--- src/rtl/hazard_pkg.sv ---
`default_nettype none
// ============================================================================
// Package     : hazard_pkg
// Description : Shared definitions for the ID-stage hazard scoreboard.
//               It holds the opcode constants, the 3-bit scoreboard counter
//               type, and the source-operand validity decode.
// Revision    : 1.0 - initial release
// ============================================================================
package hazard_pkg;

    localparam logic [3:0] OP_MOVR = 4'h1;
    localparam logic [3:0] OP_MOVI = 4'h2;
    localparam logic [3:0] OP_BEQ  = 4'h3;
    localparam logic [3:0] OP_JMP  = 4'h4;

    // Countdown value held in each scoreboard entry.
    typedef logic [2:0] cnt3_t;

    // Reports whether a source field carries a real register read.
    // which = 0 selects src1 and which = 1 selects src2.
    function automatic logic src_valid(input logic [3:0] op,
                                       input logic       is_imm,
                                       input logic       st,
                                       input logic       which);
        logic v;
        if (!which)
            v = !((op == OP_MOVI) || (op == OP_BEQ) || (op == OP_JMP));
        else
            v = !(is_imm || st || (op == OP_MOVR) || (op == OP_BEQ) || (op == OP_JMP));
        return v;
    endfunction

endpackage
`default_nettype wire

--- src/rtl/sb_entry.sv ---
`default_nettype none
// ============================================================================
// Module      : sb_entry
// Description : One scoreboard entry. It holds a pair of countdown counters:
//               one counts the cycles until the register-file write and one
//               counts the cycles until the result can be forwarded. A load
//               takes priority over the per-cycle saturating decrement.
// Revision    : 1.0 - initial release
// Ports       : clk        in  clock
//               rst        in  asynchronous active-high reset
//               load_i     in  reload both counters this cycle
//               wb_val_i   in  reload value for the write-back counter
//               fwd_val_i  in  reload value for the forwarding counter
//               wb_cnt_o   out current write-back countdown
//               fwd_cnt_o  out current forwarding countdown
// ============================================================================
module sb_entry
    import hazard_pkg::*;
(
    input  logic  clk,
    input  logic  rst,
    input  logic  load_i,
    input  cnt3_t wb_val_i,
    input  cnt3_t fwd_val_i,
    output cnt3_t wb_cnt_o,
    output cnt3_t fwd_cnt_o
);

    cnt3_t wb_q, wb_d;
    cnt3_t fwd_q, fwd_d;

    always_comb begin
        wb_d  = (wb_q  != 3'd0) ? wb_q  - 3'd1 : 3'd0;
        fwd_d = (fwd_q != 3'd0) ? fwd_q - 3'd1 : 3'd0;
        if (load_i) begin
            wb_d  = wb_val_i;
            fwd_d = fwd_val_i;
        end
    end

    always_ff @(posedge clk or posedge rst) begin
        if (rst) begin
            wb_q  <= 3'd0;
            fwd_q <= 3'd0;
        end else begin
            wb_q  <= wb_d;
            fwd_q <= fwd_d;
        end
    end

    assign wb_cnt_o  = wb_q;
    assign fwd_cnt_o = fwd_q;

endmodule
`default_nettype wire

--- src/rtl/hazard_scoreboard.sv ---
`default_nettype none
// ============================================================================
// Module      : hazard_scoreboard
// Description : Scoreboard-based ID-stage hazard check. It tracks the
//               in-flight writes for each register and stalls the ID
//               instruction while one of its valid sources is not yet
//               available, either by forwarding or from the register file.
//               It also keeps a saturating count of stalled cycles.
// Revision    : 1.0 - initial release
// Ports       : clk, rst                  clock and asynchronous high reset
//               id_valid, op              ID instruction qualifier and opcode
//               src1_id, src2_id, dest_id register fields
//               is_imm, st, wb_en         decode flags
//               mem_r_en                  ID instruction is a load
//               forward_en                forwarding network enabled
//               flush                     squash the ID instruction
//               hazard_detected           stall request (combinational)
//               pending_mask              registers with a write in flight
//               stall_cycles              saturating stall counter
// ============================================================================
module hazard_scoreboard
    import hazard_pkg::*;
#(
    parameter int REG_ADDR_W = 4,
    parameter int NUM_REGS   = 16,
    parameter int OP_W       = 4,
    parameter int WB_LAT     = 3,
    parameter int ALU_FWD    = 0,
    parameter int LOAD_FWD   = 1,
    parameter int CNT_W      = 16,
    parameter int ZERO_REG   = 0
) (
    input  logic                  clk,
    input  logic                  rst,
    input  logic                  id_valid,
    input  logic [OP_W-1:0]       op,
    input  logic [REG_ADDR_W-1:0] src1_id,
    input  logic [REG_ADDR_W-1:0] src2_id,
    input  logic [REG_ADDR_W-1:0] dest_id,
    input  logic                  is_imm,
    input  logic                  st,
    input  logic                  wb_en,
    input  logic                  mem_r_en,
    input  logic                  forward_en,
    input  logic                  flush,
    output logic                  hazard_detected,
    output logic [NUM_REGS-1:0]   pending_mask,
    output logic [CNT_W-1:0]      stall_cycles
);

    localparam cnt3_t C_WB_LAT   = cnt3_t'(WB_LAT);
    localparam cnt3_t C_ALU_FWD  = cnt3_t'(ALU_FWD);
    localparam cnt3_t C_LOAD_FWD = cnt3_t'(LOAD_FWD);

    cnt3_t            w_wb_cnt  [NUM_REGS];
    cnt3_t            w_fwd_cnt [NUM_REGS];
    cnt3_t            w_fwd_load;
    logic             w_src1_valid;
    logic             w_src2_valid;
    logic             w_use_fwd;
    logic             w_blk1;
    logic             w_blk2;
    logic             w_hazard;
    logic             w_issue;
    logic [CNT_W-1:0] stall_q, stall_d;

    // ---------------------------------------------------------------------
    // Source decode and compare mux
    // ---------------------------------------------------------------------
    assign w_src1_valid = src_valid(4'(op), is_imm, st, 1'b0)
                          && !((ZERO_REG != 0) && (src1_id == '0));
    assign w_src2_valid = src_valid(4'(op), is_imm, st, 1'b1)
                          && !((ZERO_REG != 0) && (src2_id == '0));

    // Branches resolve in ID and cannot use the forwarding path, so they
    // always wait for the register-file write.
    assign w_use_fwd = forward_en && (op != OP_W'(OP_BEQ));

    assign w_blk1 = w_src1_valid && (w_use_fwd ? (w_fwd_cnt[src1_id] != 3'd0)
                                               : (w_wb_cnt[src1_id]  != 3'd0));
    assign w_blk2 = w_src2_valid && (w_use_fwd ? (w_fwd_cnt[src2_id] != 3'd0)
                                               : (w_wb_cnt[src2_id]  != 3'd0));

    // The hazard is judged on the current state. This makes a self-dependent
    // instruction (src == dest) see the older write, not its own reload.
    assign w_hazard = id_valid && !flush && (w_blk1 || w_blk2);
    assign w_issue  = id_valid && !flush && !w_hazard && wb_en;

    assign w_fwd_load = mem_r_en ? C_LOAD_FWD : C_ALU_FWD;

    // ---------------------------------------------------------------------
    // Scoreboard entries
    // ---------------------------------------------------------------------
    generate
        for (genvar i = 0; i < NUM_REGS; i++) begin : g_entry
            logic w_load;

            // A hardwired zero register is never written, so it is never tracked.
            assign w_load = w_issue && (dest_id == REG_ADDR_W'(i))
                            && !((ZERO_REG != 0) && (i == 0));

            sb_entry u_entry (
                .clk       (clk),
                .rst       (rst),
                .load_i    (w_load),
                .wb_val_i  (C_WB_LAT),
                .fwd_val_i (w_fwd_load),
                .wb_cnt_o  (w_wb_cnt[i]),
                .fwd_cnt_o (w_fwd_cnt[i])
            );

            assign pending_mask[i] = (w_wb_cnt[i] != 3'd0);
        end
    endgenerate

    // ---------------------------------------------------------------------
    // Saturating stall counter
    // ---------------------------------------------------------------------
    always_comb begin
        stall_d = stall_q;
        if (w_hazard && (stall_q != {CNT_W{1'b1}}))
            stall_d = stall_q + 1'b1;
    end

    always_ff @(posedge clk or posedge rst) begin
        if (rst)
            stall_q <= '0;
        else
            stall_q <= stall_d;
    end

    assign hazard_detected = w_hazard;
    assign stall_cycles    = stall_q;

endmodule
`default_nettype wire

--- config.mk ---
export PLATFORM = sky130hd
export DESIGN_NAME = hazard_scoreboard
export DESIGN_NICKNAME = d
export VERILOG_FILES = /design/src/rtl/hazard_pkg.sv /design/src/rtl/sb_entry.sv /design/src/rtl/hazard_scoreboard.sv
export SDC_FILE = /design/constraint.sdc
export NUM_CORES = 1
export LEC_CHECK = 0
export ABC_CLOCK_PERIOD_IN_PS = 4900
export BUFFER_PORTS_ARGS = -buffer_cell sky130_fd_sc_hd__buf_2
export CORE_AREA = 2 2 101 152
export DETAILED_ROUTE_END_ITERATION = 8
export DIE_AREA = 0 0 103 154
export GPL_TIMING_DRIVEN = 0
export PLACE_DENSITY = 0.74
export SLEW_MARGIN = 20
export SYNTH_ARGS = -nofsm -noshare
export SYNTH_HDL_FRONTEND = slang
export SYNTH_HIERARCHICAL = 1
export SYNTH_SLANG_ARGS = --single-unit
--- constraint.sdc ---
create_clock -name clk -period 4.9 [get_ports clk]
set_input_delay 0.245 -clock clk [delete_from_list [all_inputs] [get_ports clk]]
set_output_delay 0.245 -clock clk [all_outputs]
set_load 0.005 [all_outputs]
==> out/metrics.cfg <==
[run_status]
status=completed

[power_and_ir_drop]
sw_frac_of_total=0.343
combPwrFrac=0.258
pwr-share-clk=0.282
p_per_area_nw_per_um2=309
power_frac_seq=0.459
vdd_drop_max_uv=184
p_int_uw=1670
netSwitchingPower_uw=871
p_leak_uw=0.00435
finalPower_uw=2540

[cts]
cts_resized=0
ctsHtreeMaxLevel=3
post_cts_buffers=0
cts_buffers=9
cts.reportedPaths.clkPinSlew_ns=0.08
clock_latency_ns=0.36
clockBufferDepth=2
root_buffer=clkbuf_16
numClockSinks=112
ctsHoldBuffers=0
cts_tree=built

[worst_setup_path]
regToRegSetupSlack_ns=1.01
worstRegToRegCells=11
cp-end-kind=flop
r2r-start=g_entry[13].u_entry/wb_cnt_o[0]$_DFF_PP0_
crit_arrival_ns=4.14
cp-startpoint=g_entry[13].u_entry/wb_cnt_o[0]$_DFF_PP0_
crit_end=g_entry[11].u_entry/fwd_cnt_o[2]$_DFF_PP0_
critPathMaxFanout=10
worst-setup-path-type=flop to flop
cp-start-kind=flop
cp_data_required_time_ns=5.14
r2r-end=g_entry[11].u_entry/fwd_cnt_o[2]$_DFF_PP0_

[synth]
ys_warn_count=6
synth_edf_count=0
yosysSeqAreaShare=0.393
synth_area_leaders=dfrtp_1 39%, ha_1 11%, inv_1 5.1%
yosysTopAreaCellShare=0.393
syn_inst=745
yosys.area.top_type=dfrtp_1
ys_ff_latch=112
async_reset_ff_frac=1.00
avgSynthCellArea_um2=9.56
ys.flop_type=dfrtp_1
synth_area_um2=7130
synth_cell_types=54

[sta]
finalSetupViolations=0
rsz0062_at_grt=false
max_freq_ghz=0.257
worstMarginPinSlew_ns=0.795
clock_skew_ns=0.00977
fin_crit_ns=3.89
slew_violations=0
timing.setup.tns_ns=0
max-slew-margin-rel=0.466
hold_viol_final=0
finalCritPeriodShare=0.795

[drt]
wl_per_cell_um=13.8
viasPerCell=5.09
drt_pass1_iterations=4
wl_mm=15.0
ant_nets=0
detail_route.drc_violations=0
drtIter0Drc=226
via_count=5547

[floorplan]
coreArea_um2=14500
dieArea_um2=15900
start_util=0.493
rows=54
dieWidth_um=103
io_pins=58
die_y_um=154

[global_route]
grt_usage=0.199
antenna_found_initial=0
grt_pass1_wl_mm=25.2
gr-total-overflow=0
grt_start_max_net_pins=20
first_global_vias=5472

[layout]
final_util=0.568
layout_commonest_cell=dfrtp_1
diodes=0
final_cell_mix=112 x dfrtp_1, 96 x inv_1, 80 x conb_1, 72 x buf_2, 68 x a21oi_1
syn2layout_area_growth_pct=15.3
fin_nets=979
layout-drive-gt1-share=0.169

[placement]
place_congestion=0.817
portBuffers=55
hpwl_mm=11.6

[worst_hold_path]
hp-class=input port to asynchronous set/reset pin

[job]
cap_violations=0

state kept, by name, summed over array words and instances, names as in the netlist:
| signal | flops |
|---|---|
| g_entry.u_entry/fwd_cnt_o | 48 |
| g_entry.u_entry/wb_cnt_o | 48 |
| stall_cycles | 16 |
critical path: stages (launching register included):
cell,delay (ns)
dfrtp_1,0.43
nor3_1,0.63
mux4_2,0.37
nor2_1,0.05
o41ai_1,0.37
a211oi_2,0.09
a211oi_2,0.38
buf_2,0.30
nand4_1,0.23
nor2_1,0.30
buf_2,0.27
mux2_2,0.35
stage by stage:
step / instances / cell area [µm²] / hold WS, ns / setup slack [ns]
floorplan: 823 / 7420 / 0.0360 / 1.99
CTS: 1090 / 8220 / 0.0161 / 1.08
global route: 1090 / 8220 / 0.0465 / 0.898
global placement: 1074 / 7940 / 0.407 / 1.09
finish: 1090 / 8220 / 0.0213 / 1.01
detailed placement: 1074 / 7940 / 0.399 / 1.09
power groups by stage:
stage | sequential (µW) | clock, µW | combinational (µW)
2_1_floorplan | 1150 | 0 | 449
6_report | 1170 | 716 | 656
3_5_place_dp | 1180 | 0 | 659
4_1_cts | 1160 | 733 | 663
3_3_place_gp | 1180 | 0 | 639
5_1_grt | 1190 | 761 | 745
cell usage after synthesis, types with 2 or more instances:
cell	n
dfrtp_1	112
inv_1	96
a21oi_1	68
ha_1	65
nor2_1	61
nand2_1	47
nor2b_1	35
or3b_1	33
mux2_2	32
o31ai_1	32
nor3_1	29
buf_2	17
xor2_1	13
mux4_2	10
nand3_1	9
or3_1	9
nor4_2	8
nor4_1	5
a211oi_1	4
clkbuf_1	4
inv_2	4
nand2b_1	4
nand4_1	4
mux2i_1	3
a2111oi_0	2
a211oi_2	2
a31oi_1	2
and3_1	2
buf_4	2
conb_1	2
nand4b_1	2
nor4b_2	2
o211ai_1	2
o41ai_1	2
or4_1	2
kinds of logic after synthesis:
group	synth area share
adder cells (fa/ha/maj)	0.114
flip-flops	0.393
buffers and inverters	0.0709
other	0.00105
AND/OR/NAND/NOR	0.205
multiplexers	0.0901
AO/OA/AOI/OAI	0.108
XOR/XNOR	0.0172
worst min path at each step:
stage                     start                                         end  slack [ns]
after global routing        rst  g_entry[13].u_entry/fwd_cnt_o[2]$_DFF_PP0_        0.05
after global placement      rst   g_entry[11].u_entry/wb_cnt_o[1]$_DFF_PP0_        0.41
after floorplan             rst   g_entry[0].u_entry/fwd_cnt_o[0]$_DFF_PP0_        0.04
final                       rst    g_entry[9].u_entry/wb_cnt_o[1]$_DFF_PP0_        0.02
after detailed placement    rst   g_entry[12].u_entry/wb_cnt_o[2]$_DFF_PP0_        0.40
after CTS                   rst   g_entry[12].u_entry/wb_cnt_o[1]$_DFF_PP0_        0.02
layout make-up:
class,count,area [µm²]
fillers,1343,6240
multi-input cells,586,4110
flip-flops and latches,112,2800
inverters,100,375
repair buffers,55,275
well taps,196,245
clock buffers,9,225
plain buffers,25,130
clock inverters,7,53.8
metal layers:
layer / routed length, µm / vias to the layer above / track usage
li1: - / 2740 / -
met1: 6140 / 2654 / 0.233
met2: 7790 / 119 / 0.348
met3: 568 / 34 / 0.0336
met4: 507 / 0 / 0.0890
met5: 0 / - / 0
Power figures use the tool's default switching activity.
